## config.mk

```make
export PLATFORM = sky130hd
export DESIGN_NAME = multicycle_main_fsm_flat
export DESIGN_NICKNAME = d
export VERILOG_FILES = /design/src/rtl/mc_pkg.sv /design/src/rtl/multicycle_main_fsm_if.sv /design/src/rtl/mc_fsm_outdec.sv /design/src/rtl/multicycle_main_fsm.sv /design/src/flat_wrapper.sv
export SDC_FILE = /design/constraint.sdc
export NUM_CORES = 1
export LEC_CHECK = 0
export ABC_AREA = 0
export CAP_MARGIN = 5
export CORE_AREA = 4 4 41 43
export CTS_BUF_LIST = sky130_fd_sc_hd__clkbuf_16
export CTS_CLUSTER_DIAMETER = 100
export CTS_CLUSTER_SIZE = 14
export DETAILED_ROUTE_END_ITERATION = 8
export DIE_AREA = 0 0 45 47
export DONT_BUFFER_PORTS = 1
export PLACE_DENSITY_LB_ADDON = 0.05
export RECOVER_POWER = 50
export SLEW_MARGIN = 25
export SYNTH_ARGS = -nofsm -noshare
export SYNTH_HDL_FRONTEND = slang
export SYNTH_SLANG_ARGS = --single-unit
```

## constraint.sdc

```tcl
create_clock -name CLK -period 1.32 [get_ports CLK]
set_input_delay 0.198 -clock CLK [delete_from_list [all_inputs] [get_ports CLK]]
set_output_delay 0.198 -clock CLK [all_outputs]
set_load 0.1 [all_outputs]
```

## src/rtl/mc_pkg.sv

```systemverilog
// Shared types and encodings for the multicycle ARM main controller.
// State codes, mux-select encodings and the decoded control word.
package mc_pkg;

    typedef enum logic [3:0] {
        S_FETCH  = 4'd0,
        S_DECODE = 4'd1,
        S_MEMADR = 4'd2,
        S_MEMRD  = 4'd3,
        S_MEMWB  = 4'd4,
        S_MEMWR  = 4'd5,
        S_EXECR  = 4'd6,
        S_EXECI  = 4'd7,
        S_ALUWB  = 4'd8,
        S_BRANCH = 4'd9
    } state_t;

    localparam logic [1:0] SRCB_RD2  = 2'b00;
    localparam logic [1:0] SRCB_IMM  = 2'b01;
    localparam logic [1:0] SRCB_FOUR = 2'b10;

    localparam logic [1:0] RES_ALUOUT = 2'b00;
    localparam logic [1:0] RES_DATA   = 2'b01;
    localparam logic [1:0] RES_ALU    = 2'b10;

    localparam logic [1:0] OP_DP  = 2'b00;
    localparam logic [1:0] OP_MEM = 2'b01;
    localparam logic [1:0] OP_BR  = 2'b10;

    typedef struct packed {
        logic       irwrite;
        logic       nextpc;
        logic       regw;
        logic       memw;
        logic       branch;
        logic       adrsrc;
        logic       alusrca;
        logic [1:0] alusrcb;
        logic [1:0] resultsrc;
        logic       aluop;
    } ctl_t;

endpackage

```

## src/rtl/multicycle_main_fsm_if.sv

```systemverilog
// Decoder fields, memory handshake and control outputs of the main FSM.
// master = the controller, slave = the datapath side.
interface multicycle_main_fsm_if;

    logic [1:0] Op;
    logic [5:0] Funct;
    logic       MemReady;
    logic       IRWrite;
    logic       NextPC;
    logic       RegW;
    logic       MemW;
    logic       Branch;
    logic       AdrSrc;
    logic       ALUSrcA;
    logic [1:0] ALUSrcB;
    logic [1:0] ResultSrc;
    logic       ALUOp;
    logic [3:0] State;

    modport master (
        input  Op, Funct, MemReady,
        output IRWrite, NextPC, RegW, MemW, Branch,
        output AdrSrc, ALUSrcA, ALUSrcB, ResultSrc, ALUOp,
        output State
    );

    modport slave (
        output Op, Funct, MemReady,
        input  IRWrite, NextPC, RegW, MemW, Branch,
        input  AdrSrc, ALUSrcA, ALUSrcB, ResultSrc, ALUOp,
        input  State
    );

endinterface

```

## src/rtl/mc_fsm_outdec.sv

```systemverilog
// Combinational control-word decode from the current state.
// Strobes are suppressed while hold (reset) is asserted.
module mc_fsm_outdec
    import mc_pkg::*;
(
    input  state_t state,
    input  logic   memready,
    input  logic   hold,
    output ctl_t   ctl
);

    // Per-state control word; unlisted fields stay 0
    always_comb begin
        ctl = '0;
        unique case (1'b1)
            (state == S_FETCH): begin
                ctl.irwrite   = memready;
                ctl.nextpc    = memready;
                ctl.alusrca   = 1'b1;
                ctl.alusrcb   = SRCB_FOUR;
                ctl.resultsrc = RES_ALU;
            end
            (state == S_DECODE): begin
                ctl.alusrca   = 1'b1;
                ctl.alusrcb   = SRCB_FOUR;
                ctl.resultsrc = RES_ALU;
            end
            (state == S_MEMADR): begin
                ctl.alusrcb = SRCB_IMM;
            end
            (state == S_MEMRD): begin
                ctl.adrsrc    = 1'b1;
                ctl.resultsrc = RES_ALUOUT;
            end
            (state == S_MEMWB): begin
                ctl.resultsrc = RES_DATA;
                ctl.regw      = 1'b1;
            end
            (state == S_MEMWR): begin
                ctl.adrsrc    = 1'b1;
                ctl.resultsrc = RES_ALUOUT;
                ctl.memw      = 1'b1;
            end
            (state == S_EXECR): begin
                ctl.alusrcb = SRCB_RD2;
                ctl.aluop   = 1'b1;
            end
            (state == S_EXECI): begin
                ctl.alusrcb = SRCB_IMM;
                ctl.aluop   = 1'b1;
            end
            (state == S_ALUWB): begin
                ctl.resultsrc = RES_ALUOUT;
                ctl.regw      = 1'b1;
            end
            (state == S_BRANCH): begin
                ctl.alusrcb   = SRCB_IMM;
                ctl.resultsrc = RES_ALU;
                ctl.branch    = 1'b1;
            end
            default: ctl = '0;
        endcase
        if (hold) begin
            ctl.irwrite = 1'b0;
            ctl.nextpc  = 1'b0;
            ctl.regw    = 1'b0;
            ctl.memw    = 1'b0;
            ctl.branch  = 1'b0;
        end
    end

endmodule

```

## src/rtl/multicycle_main_fsm.sv

```systemverilog
// Main sequencing FSM of the multicycle ARM core.
// Holds the state register; outputs are decoded in mc_fsm_outdec.
module multicycle_main_fsm
    import mc_pkg::*;
(
    input  logic                   CLK,
    input  logic                   reset,
    multicycle_main_fsm_if.master  bus
);

    state_t state;
    ctl_t   ctl;

    logic unused_funct;
    assign unused_funct = ^bus.Funct[4:1];

    // State register and next-state selection; stalls on MemReady
    always_ff @(posedge CLK or posedge reset) begin
        if (reset) begin
            state <= S_FETCH;
        end else begin
            case (state)
                S_FETCH:
                    if (bus.MemReady) state <= S_DECODE;
                S_DECODE:
                    case (bus.Op)
                        OP_MEM:  state <= S_MEMADR;
                        OP_DP:   state <= bus.Funct[5] ? S_EXECI : S_EXECR;
                        OP_BR:   state <= S_BRANCH;
                        default: state <= S_FETCH;
                    endcase
                S_MEMADR:
                    state <= bus.Funct[0] ? S_MEMRD : S_MEMWR;
                S_MEMRD:
                    if (bus.MemReady) state <= S_MEMWB;
                S_MEMWR:
                    if (bus.MemReady) state <= S_FETCH;
                S_EXECR:  state <= S_ALUWB;
                S_EXECI:  state <= S_ALUWB;
                S_MEMWB:  state <= S_FETCH;
                S_ALUWB:  state <= S_FETCH;
                S_BRANCH: state <= S_FETCH;
                default:  state <= S_FETCH;
            endcase
        end
    end

    mc_fsm_outdec u_outdec (
        .state    (state),
        .memready (bus.MemReady),
        .hold     (reset),
        .ctl      (ctl)
    );

    assign bus.IRWrite   = ctl.irwrite;
    assign bus.NextPC    = ctl.nextpc;
    assign bus.RegW      = ctl.regw;
    assign bus.MemW      = ctl.memw;
    assign bus.Branch    = ctl.branch;
    assign bus.AdrSrc    = ctl.adrsrc;
    assign bus.ALUSrcA   = ctl.alusrca;
    assign bus.ALUSrcB   = ctl.alusrcb;
    assign bus.ResultSrc = ctl.resultsrc;
    assign bus.ALUOp     = ctl.aluop;
    assign bus.State     = state;

endmodule
```

## src/flat_wrapper.sv

```systemverilog
// flat-port wrapper written by rule: the top's interface ports become plain ports
module multicycle_main_fsm_flat import mc_pkg::*;
  (CLK, reset, bus_Op, bus_Funct, bus_MemReady, bus_IRWrite, bus_NextPC, bus_RegW, bus_MemW, bus_Branch, bus_AdrSrc, bus_ALUSrcA, bus_ALUSrcB, bus_ResultSrc, bus_ALUOp, bus_State);
  multicycle_main_fsm_if bus_i ();
  input  logic CLK;
  input  logic reset;
  input wire logic [$bits(bus_i.Op)-1:0] bus_Op;
  input wire logic [$bits(bus_i.Funct)-1:0] bus_Funct;
  input wire logic [$bits(bus_i.MemReady)-1:0] bus_MemReady;
  output wire logic [$bits(bus_i.IRWrite)-1:0] bus_IRWrite;
  output wire logic [$bits(bus_i.NextPC)-1:0] bus_NextPC;
  output wire logic [$bits(bus_i.RegW)-1:0] bus_RegW;
  output wire logic [$bits(bus_i.MemW)-1:0] bus_MemW;
  output wire logic [$bits(bus_i.Branch)-1:0] bus_Branch;
  output wire logic [$bits(bus_i.AdrSrc)-1:0] bus_AdrSrc;
  output wire logic [$bits(bus_i.ALUSrcA)-1:0] bus_ALUSrcA;
  output wire logic [$bits(bus_i.ALUSrcB)-1:0] bus_ALUSrcB;
  output wire logic [$bits(bus_i.ResultSrc)-1:0] bus_ResultSrc;
  output wire logic [$bits(bus_i.ALUOp)-1:0] bus_ALUOp;
  output wire logic [$bits(bus_i.State)-1:0] bus_State;
  assign bus_i.Op = bus_Op;
  assign bus_i.Funct = bus_Funct;
  assign bus_i.MemReady = bus_MemReady;
  assign bus_IRWrite = bus_i.IRWrite;
  assign bus_NextPC = bus_i.NextPC;
  assign bus_RegW = bus_i.RegW;
  assign bus_MemW = bus_i.MemW;
  assign bus_Branch = bus_i.Branch;
  assign bus_AdrSrc = bus_i.AdrSrc;
  assign bus_ALUSrcA = bus_i.ALUSrcA;
  assign bus_ALUSrcB = bus_i.ALUSrcB;
  assign bus_ResultSrc = bus_i.ResultSrc;
  assign bus_ALUOp = bus_i.ALUOp;
  assign bus_State = bus_i.State;
  multicycle_main_fsm u_core (.CLK(CLK), .reset(reset), .bus(bus_i));
endmodule
```

==> summary.md <==
| Metric | Value |
|---|---|
| Clk_lat worst skew | `around 0.22 ns` |
| CTS H-tree lvls | `1` |
| Sequential area share after synthesis | `approximately a quarter` |
| Max frequency | `around 550 MHz` |
| Residual DRC | `0` |
| Number of synthesis warnings | `0` |
| Outcome | `finished, violations left` |
| Final setup margin | `-0.486 ns` |
| Synth Instances | `50` |
| Final count of pins violating max slew | `0` |
| Via-to-Cell Ratio | `roughly 5.7` |
| Flop2flop setup slack | `-0.26 ns` |
| Total clock sinks | `4` |
| Failing checks | `negative setup slack` |
| Post-DRT Antenna Nets | `0` |
| Worst-Margin Slew | `approximately 0.35 ns` |
| Die Wd | `around 45 um` |
| Post-Syn Area | `~430 um2` |
| Multi-input logic area | `~410 um2` |
| Crit share post-route | `137%` |
| Core area | `1300 um2` |
| CP Max Fanout | `7` |
| GP Congestion | `0.837` |
| First-pass GRT wire length | `3280 um` |
| Setup CP Type | `register to output pin` |
| Yosys cell types | `29` |
| Die area | `2120 um2` |
| Initial antenna violation count | `0` |
| Largest net degree at the start of global routing | `9` |
| CTS tree | `built` |
| # diodes | `0` |
| Layout filler cell count | `56` |
| Min Hold Slack | `about 0.16 ns` |
| CP endpoint kind | `output pin` |
| #FFs+latches synth | `4` |
| # rows | `13` |
| Worst-path clk slew | `about 0.030 ns` |
| Root buffer selected by CTS | `clkbuf_16` |
| Chip height | `approximately 47 um` |
| I/O pin cnt | `27` |
| Vias | `572` |
| Final setup viols | `16` |
| Final nets | `99` |
| Worst endpoint required time | `~1.1 ns` |
| First-pass DRT Iterations | `4` |
| Worst slew margin | `76.6%` |
| # Max-Cap Violations | `0` |
| DR WL/cell | `between 20 and 25 um` |
| I/O Buffers | `0` |
| Area growth, synth to finish | `168%` |
| Total grt overflow | `0` |
| Syn nets | `between 60 and 70` |
| Worst setup SP type | `register` |
| Clock Tree Buf Depth | `2` |
| DP HPWL | `1240 um` |
| Initial core utilization | `32.9%` |
| Final hold vios | `0` |
| RSZ-0062 raised after global routing | `yes` |
| Number of flip-flops in the largest register | `4` |
| Post-Route WL | `about 2200 um` |
| Crit path DAT | `1.61 ns` |
| Mean Syn Cell Area | `around 8.6 um2` |
| Reg area | `between 100 and 150 um2` |
| Most frequent cells in the layout | `15 x buf_4, 10 x buf_12, 10 x buf_6` |
| Minimum clock period | `1.81 ns` |
| Iter 0 DRT Violations | `7` |
| CTS buffer count | `3` |
| Vias in the first global route | `637` |
| Most common cell after layout, fill and taps aside | `buf_4` |
| All-Layer GR Usage | `between 20% and 30%` |
| Clk_skew | `approximately 0.00031 ns` |
| HP Class | `input pin to register` |
| Layout cells sized above 1 | `about four fifths` |
[final cells by class]
class | count | share of cell area (%)
Sequential cell | 4 | 10.0
Clock buffer | 3 | 6.54
Multi-Input combinational cell | 35 | 35.9
Inverter | 4 | 1.63
Timing Repair Buffer | 40 | 44.2
Tap cell | 15 | 1.63
[timing repair]
| item | in CTS | in global routing |
|---|---|---|
| resized for setup | 17 | 10 |
| setup endpoints to repair | 17 | 17 |
| endpoints found under the hold margin | 4 | 0 |
| hold buffers | 1 | 0 |
| pin swaps | 8 | 7 |
| buffers inserted | 4 | 2 |
[cells by family after synthesis]
logic type | count (synthesis) | share of synthesized area (%)
xor gates and xnor gates | 1 | 2.05
muxes | 2 | 4.97
buffers and inverters | 11 | 17.8
DFF | 4 | 23.4
AOI/OAI and AO/OA | 12 | 25.7
and+or+nand+nor | 20 | 26.0
[per-stage QoR]
step	setup TNS (ns)	setup slack [ns]	utilization, %	instances	cell area (um2)
global route	-6.00	-0.535	88.3	101	1150
CTS	-4.97	-0.448	84.2	100	1100
finish	-5.34	-0.486	88.3	101	1150
global placement	-1.84	-0.198	69.4	92	903
floorplan	-10.63	-1.23	-	50	571
detailed placement	-2.12	-0.207	69.4	92	903
[cell usage after synthesis]
library cell  number  area [um2]
a2111oi_2          1        15.0
a211oi_1           1        7.51
a21oi_1            1        5.00
a221oi_2           1        15.0
a22o_1             2        17.5
a22oi_1            1        7.51
and3b_1            1        8.76
buf_2              1        5.00
buf_4              3        22.5
buf_6              3        33.8
dfrtp_1            4         100
inv_1              4        15.0
mux2_2             1        11.3
mux2i_1            1        10.0
nand2_1            3        11.3
nand2b_1           2        12.5
nor2_1             2        7.51
nor2b_1            2        12.5
nor3_1             5        25.0
nor4_1             1        6.26
o21ai_0            1        5.00
o21bai_1           2        15.0
o22ai_1            1        6.26
o32ai_2            1        16.3
or2_0              1        6.26
or2b_1             1        7.51
or3_1              1        6.26
or4_1              1        7.51
xnor2_1            1        8.76
[worst max-delay path: stages, from the launching register on]
cell and delay (ns):
dfrtp_4 0.50, or2b_4 0.28, a2111oi_4 0.37, buf_12 0.23
[path summary, 6_finish.rpt]
kind	startpoint	to	cells after the start
worst max-delay path	u_core.bus.State[3]$_DFFE_PP0P_	bus_RegW	3
worst min-delay path	bus_Op[0]	u_core.bus.State[3]$_DFFE_PP0P_	2
worst max register to register	u_core.bus.State[3]$_DFFE_PP0P_	u_core.bus.State[0]$_DFFE_PP0P_	5
worst min register to register	u_core.bus.State[3]$_DFFE_PP0P_	u_core.bus.State[2]$_DFFE_PP0P_	2
max in group asynchronous	reset	u_core.bus.State[1]$_DFFE_PP0P_	2
min in group asynchronous	reset	u_core.bus.State[3]$_DFFE_PP0P_	2
[routing by layer]
layer  up-vias  wire [um]  GRT usage (%)
met5         -          0              0
met4         0         53           9.94
met3         8        124           8.05
met2        27       1160           37.3
met1       289        817           25.3
li1        248          -              -
Power is left out: the tool's default activity adds up to more than one toggle a clock period on the data nets, which glitch-free logic cannot reach.
